**src/rtl/nes_joypad_port_if.sv**
```systemverilog
// NES controller-port bus: strobe/clock from the core,
// serial data and read counts back to it.
interface nes_joypad_port_if;
  logic       strobe;
  logic [1:0] joy_clk;
  logic [1:0] joy_data;
  logic [9:0] rd_count;

  modport master (
    output strobe,
    output joy_clk,
    input  joy_data,
    input  rd_count
  );

  modport slave (
    input  strobe,
    input  joy_clk,
    output joy_data,
    output rd_count
  );
endinterface

```
**src/rtl/nes_joypad_port.sv**
```systemverilog
// Two-port NES joypad serializer, standard or Four Score,
// with per-pad turbo A/B driven by a shared autofire phase.
module nes_joypad_port #(
    parameter int         AUTOFIRE_DIV = 1253000,
    parameter logic       FILL_BIT     = 1'b1,
    parameter logic [7:0] SIG_P0       = 8'h10,
    parameter logic [7:0] SIG_P1       = 8'h20
) (
    input  logic         clk,
    input  logic         resetn,
    input  logic [31:0]  btn,
    input  logic [7:0]   turbo,
    input  logic         fourscore_en,
    nes_joypad_port_if.slave bus
);

    localparam int CW = $clog2(AUTOFIRE_DIV);
    localparam logic [CW-1:0] AF_LAST = CW'(AUTOFIRE_DIV - 1);
    localparam logic [4:0] FRAME_LEN = 5'd24;

    logic [CW-1:0] af_cnt;
    logic          phase;

    always_ff @(posedge clk or negedge resetn) begin
        if (!resetn) begin
            af_cnt <= '0;
            phase  <= 1'b0;
        end else if (af_cnt == AF_LAST) begin
            af_cnt <= '0;
            phase  <= ~phase;
        end else begin
            af_cnt <= af_cnt + 1'b1;
        end
    end

    logic [7:0] eff [4];

    always_comb begin
        for (int n = 0; n < 4; n++) begin
            eff[n] = btn[8*n +: 8] |
                     {6'b0,
                      turbo[2*n+1] & phase,
                      turbo[2*n] & phase};
        end
    end

    logic [23:0] load_val [2];

    always_comb begin
        load_val[0] = {{16{FILL_BIT}}, eff[0]};
        load_val[1] = {{16{FILL_BIT}}, eff[1]};
        if (fourscore_en) begin
            load_val[0] = {SIG_P0, eff[2], eff[0]};
            load_val[1] = {SIG_P1, eff[3], eff[1]};
        end
    end

    logic [23:0] sreg [2];
    logic [4:0]  cnt  [2];
    logic [1:0]  prev_clk;
    logic [1:0]  rd_edge;

    assign rd_edge = prev_clk & ~bus.joy_clk;

    // A strobe cycle always wins over a coincident read edge.
    always_ff @(posedge clk or negedge resetn) begin
        if (!resetn) begin
            prev_clk <= 2'b00;
            for (int p = 0; p < 2; p++) begin
                sreg[p] <= {24{FILL_BIT}};
                cnt[p]  <= 5'd0;
            end
        end else begin
            prev_clk <= bus.joy_clk;
            for (int p = 0; p < 2; p++) begin
                if (bus.strobe) begin
                    sreg[p] <= load_val[p];
                    cnt[p]  <= 5'd0;
                end else if (rd_edge[p]) begin
                    sreg[p] <= {FILL_BIT, sreg[p][23:1]};
                    if (cnt[p] != FRAME_LEN)
                        cnt[p] <= cnt[p] + 5'd1;
                end
            end
        end
    end

    assign bus.joy_data = {sreg[1][0], sreg[0][0]};
    assign bus.rd_count = {cnt[1], cnt[0]};

endmodule

```
**src/flat_wrapper.sv**
```systemverilog
// flat-port wrapper written by rule: the top's interface ports become plain ports
module nes_joypad_port_flat 
#(
    parameter int         AUTOFIRE_DIV = 1253000,
    parameter logic       FILL_BIT     = 1'b1,
    parameter logic [7:0] SIG_P0       = 8'h10,
    parameter logic [7:0] SIG_P1       = 8'h20
)
  (clk, resetn, btn, turbo, fourscore_en, bus_strobe, bus_joy_clk, bus_joy_data, bus_rd_count);
  nes_joypad_port_if bus_i ();
  input  logic clk;
  input  logic resetn;
  input  logic [31:0] btn;
  input  logic [7:0] turbo;
  input  logic fourscore_en;
  input wire logic [$bits(bus_i.strobe)-1:0] bus_strobe;
  input wire logic [$bits(bus_i.joy_clk)-1:0] bus_joy_clk;
  output wire logic [$bits(bus_i.joy_data)-1:0] bus_joy_data;
  output wire logic [$bits(bus_i.rd_count)-1:0] bus_rd_count;
  assign bus_i.strobe = bus_strobe;
  assign bus_i.joy_clk = bus_joy_clk;
  assign bus_joy_data = bus_i.joy_data;
  assign bus_rd_count = bus_i.rd_count;
  nes_joypad_port #(.AUTOFIRE_DIV(AUTOFIRE_DIV), .FILL_BIT(FILL_BIT), .SIG_P0(SIG_P0), .SIG_P1(SIG_P1)) u_core (.clk(clk), .resetn(resetn), .btn(btn), .turbo(turbo), .fourscore_en(fourscore_en), .bus(bus_i));
endmodule
```
**config.mk**
```make
export PLATFORM = sky130hd
export DESIGN_NAME = nes_joypad_port_flat
export DESIGN_NICKNAME = d
export VERILOG_FILES = /design/src/rtl/nes_joypad_port_if.sv /design/src/rtl/nes_joypad_port.sv /design/src/flat_wrapper.sv
export SDC_FILE = /design/constraint.sdc
export NUM_CORES = 1
export LEC_CHECK = 0
export ABC_AREA = 1
export BUFFER_PORTS_ARGS = -buffer_cell sky130_fd_sc_hd__buf_2
export CORE_MARGIN = 4
export CORE_UTILIZATION = 57
export CTS_BUF_LIST = sky130_fd_sc_hd__clkbuf_2 sky130_fd_sc_hd__clkbuf_4 sky130_fd_sc_hd__clkbuf_8
export DETAILED_ROUTE_END_ITERATION = 12
export PLACE_DENSITY = 0.79
export SLEW_MARGIN = 20
export SYNTH_ARGS = -nofsm -noshare
export SYNTH_HDL_FRONTEND = slang
export SYNTH_SLANG_ARGS = --single-unit
```
**constraint.sdc**
```tcl
create_clock -name clk -period 1.4 [get_ports clk]
set_input_delay 0.14 -clock clk [delete_from_list [all_inputs] [get_ports clk]]
set_output_delay 0.14 -clock clk [all_outputs]
set_load 0.02 [all_outputs]
```
; Yosys cells after proc, flatten, opt, wreduce, memory -nomap -nowiden
; Cells that the tools add are included.
; Widths: inputs -> output; s select.
[op_classes]
addsub = 3
eq_ne = 3
n_mux = 12
bitwise = 15
reduce_logical = 6
[ops]
columns = cell, n
row1 = $mux 24, 4
row2 = $mux 48, 1
row3 = $or 8x2->8, 4
row4 = $mux 5, 6
row5 = $add 21x1->21 const B, 1
row6 = $eq 21x21->1 const B, 1
row7 = $mux 21, 1
row8 = $add 5x1->5 const B, 2
row9 = $ne 5x5->1 const B, 2
row10 = $and 1x1->1, 8
row11 = $reduce_bool 2->1, 4
row12 = $reduce_and 2->1, 2
row13 = $and 2x2->2, 1
row14 = $not 2->2, 1
row15 = $not 1->1, 1
[totals]
regBits = 82
inputBits = 46

; Logic depth before layout (Yosys ltp)
[depth]
word_depth = 4
depth_mapped = 9
mapped_depth_nobuf = 9

; Worst setup path before layout
; Ideal clock, no wire load.
[synth_timing]
path_type = reg-to-reg
startpoint = register u_core.cnt (netlist bit u_core.bus.rd_count[0])
endpoint = register u_core.cnt (netlist bit u_core.bus.rd_count[0])
arrival_time_ns = 1.212
required_ns = 1.277
path_slack_ns = 0.065
stages_incl_launch_ff = 9
n_path_buf = 0
period_less_slack_ns = 1.335
cell_sequence = dfrtp_1 inv_1 ha_1 inv_1 nor2_1 nand3_1 nand2_2 a21oi_1 a21oi_1
[synth_between]
elab_chain_len = 4
word_cells_on_any_way = 7
[synth_lines]
columns = item, line_no
row1 = "start, declared", nes_joypad_port.sv:59  ; logic [4:0] cnt [2];
row2 = "start signal, assigned by index", nes_joypad_port.sv:82  ; cnt[p] <= cnt[p] + 5'd1;
row3 = $add 5x1->5, nes_joypad_port.sv:82
row4 = $mux 5, nes_joypad_port.sv:81  ; if (cnt[p] != FRAME_LEN)
row5 = $mux 5, nes_joypad_port.sv:79  ; end else if (rd_edge[p]) begin
row6 = $mux 5, nes_joypad_port.sv:76  ; if (bus.strobe) begin
; Several ways; a longest one is shown, not always the timed one. The select of a mux whose other input is x is not followed.
; A chain may end at the register's enable or synchronous reset.

; Final worst setup path
[layout_timing]
startpoint = register u_core.af_cnt[1]
endpoint = register u_core.af_cnt[18]
[layout_between]
elab_chain_len = 2
word_cells_on_any_way = 3
[layout_lines]
columns = item, line_no
row1 = "start, declared", nes_joypad_port.sv:21  ; logic [CW-1:0] af_cnt;
row2 = "start signal, assigned", nes_joypad_port.sv:32  ; af_cnt <= af_cnt + 1'b1;
row3 = $add 21x1->21 or $eq 21x21->1 (tied branches), "nes_joypad_port.sv:32, nes_joypad_port.sv:28"
row4 = $mux 21 (*), nes_joypad_port.sv:28  ; end else if (af_cnt == AF_LAST) begin
; Mark *: on every way between the ends. The rest lies on a longest branch, timed or not.

==> out/metrics.yaml <==
fp.dieW_um: 93.3
worstPathRequired_ps: 1680
p_sw_w: 0.00147
p_seq_share_pct: 53.1
arrival_ps: 1670
finalInstanceArea_um2: 5040
pwr-share-clk_pct: 32.8
io_buffers: 57
synth-edff-count: 0
avgViaCountPerCell: 5.34
layout-drive-gt1-share_pct: 30.9
fin_util_pct: 72.6
h-tree-depth: 3
dr.pass1.iters: 4
skew_ps: 6.33
clock_latency_ps: 360
vias: 3720
post_drt_wl_per_cell_um: 14.1
holdWs_ps: 9.72
critPathKind: "reg2reg"
clockBufferDepth: 2
synthDominantCellAreaShare_pct: 30.4
path_clk_slew_ps: 90
rsz0062_at_grt: "yes"
grt_max_degree: 38
fin_crit_sh_pct: 99.6
die_h_um: 93.3
p_leak_nw: 2.41
ios: 58
yosysUniqueCellTypes: 29
syn-instance-count: 515
ys_ff_latch: 82
cts-root-buf: "clkbuf_8"
pwr_density_cell_nw_per_um2: 1050
hold_viol: 0
rows: 30
insertedDiodeCount: 0
globalplace.congestion: 0.895
crit_fanout: 5
end_kind: "flip-flop"
max_slew_margin_pct: 68.3
hpwl_um: 6620
syn_nets: 566
hold_path_class: "in2reg"
drt_wl_total_um: 9810
status: "completed"
grt_pass1_wl_um: 16000
combPwrFrac_pct: 14.1
yosysWarnings: 0
drtAntennaViolNets: 0
r2r_start: "u_core.af_cnt[1]$_DFF_PN0_"
grt_pass1_vias: 3394
overflow: 0
die-area_um2: 8710
synthToLayoutAreaGrowth_pct: 21.4
tightest_slew_ps: 475
remaining_drc_errors: 0
nets: 647
synth_common_cells: "133 x nand2_1, 61 x nor2_1, 52 x nand3_1, 50 x inv_1, 48 x dfstp_2"
finalMaxSlewViolations: 0
internal_power_w: 0.00384
critPathLaunch: "u_core.af_cnt[1]$_DFF_PN0_"
cts_sinks: 82
switching_share_pct: 27.7
tritoncts: "yes"
fmax_mhz: 717
initial_utilization_pct: 59.8
antenna_found_initial: 0
core_area_um2: 6940
syn_avg_cell_area_um2: 8.06
maxCapViolations: 0
cts_buffers: 9
synth_area_um2: 4150
yosys.area.top_type: "dfstp_2"
min-delay-start: "btn[2]"
setup-tns-final_ps: 0
vdd.ir_drop.worst_v: 0.000899
ys_seq_area_share_pct: 50.9
final-setup-viol-count: 0
yosys_most_used_dff: "dfstp_2"
async_reset_ff_share_pct: 100
yosysMostFrequentCell: "nand2_1"
cp-start-kind: "flip-flop"
track_usage_pct: 23.0
initialDrtViolationCount: 179
min_period_ps: 1390
ys_top_cells_by_area: "dfstp_2 30%, dfrtp_1 20%, nand2_1 12%"
place_area_um2: 4550
## power by group through the flow
stage	Combinational, W	Clock (W)	Sequential, W
2_1_floorplan	0.000363	0	0.00286
6_report	0.000747	0.00174	0.00282
3_5_place_dp	0.000639	0	0.00286
5_1_grt	0.000837	0.00190	0.00284
3_3_place_gp	0.000614	0	0.00284
4_1_cts	0.000659	0.00177	0.00282
## layout by cell type, fill, tap and decap left out, drive strengths merged, types with 9 or more instances in the layout
cell    instances
nand3          54
o22ai           9
dfstp          48
o21ai          44
a21oi          13
nand2         138
xor2           12
buf            80
inv            55
clkbuf          9
nor2           67
dfrtp          34
## flip-flops by register name, summed over array words and instances, names as in the netlist
name	count
u_core.af_cnt	21
u_core.bus.joy_data	2
u_core.bus.rd_count	10
u_core.phase	1
u_core.prev_clk	2
u_core.sreg	46
## worst max-delay path: stages, from the launching register on
cell and delay (ps):
dfrtp_1 410, ha_4 180, nand2_4 70, nor2_4 210, nand3_1 170, nor2_2 130
xor2_1 150
## cells by family (layout without fill, tap and decap cells)
group / count (synthesis) / in the layout / synth area share [%]
AO/OA/AOI/OAI: 77 / 77 / 10.5
XOR/XNOR: 12 / 12 / 2.53
adder cells (fa/ha/maj): 5 / 5 / 1.51
buffers and inverters: 72 / 157 / 7.23
flip-flops: 82 / 82 / 50.9
AND/OR/NAND/NOR: 267 / 268 / 27.4
## routing by layer
layer  global-route usage, %  share of wire, %
met4                    8.42               1.6
met3                    4.59               5.4
met5                       0                 0
met1                    33.2                46
met2                    34.4                47
## per-stage QoR
stage / power [W] / setup WS [ps] / std cells
after floorplan: 0.00323 / 64.7 / 515
after global placement: 0.00346 / 66.1 / 660
after detailed placement: 0.00350 / -16.8 / 660
after CTS: 0.00525 / 7.97 / 682
after global routing: 0.00558 / -72.7 / 697
final: 0.00531 / 6.08 / 697
## final timing paths
path	to	slack, ps	cells after the start
setup / recovery	u_core.af_cnt[18]$_DFF_PN0_	6	6
hold / removal	u_core.sreg[26]$_DFFE_PN1P_	10	3
setup reg to reg	u_core.af_cnt[18]$_DFF_PN0_	6	6
hold reg to reg	u_core.sreg[17]$_DFFE_PN1P_	470	2
max in group asynchronous	u_core.sreg[5]$_DFFE_PN1P_	670	3
min in group asynchronous	u_core.bus.rd_count[9]$_DFFE_PN0P_	200	2
## layout make-up
type,count,area (µm²)
sequential,82,2120
clock buffer,9,124
fill,536,1900
inverter,53,205
tap,96,120
timing repair buffer,86,546
multi-input combinational,362,1840
timing repair inverter,2,15.0
clock inverter,7,75.1
## what timing repair did
action	4_1_cts	5_1_grt
hold endpoints to repair	43	0
buffers inserted	0	12
gates cloned	0	3
pin swaps	1	9
hold buffers	6	0
setup endpoints to repair	7	42
resized for setup	1	32
No activity file was read; power rests on OpenSTA's default activity.
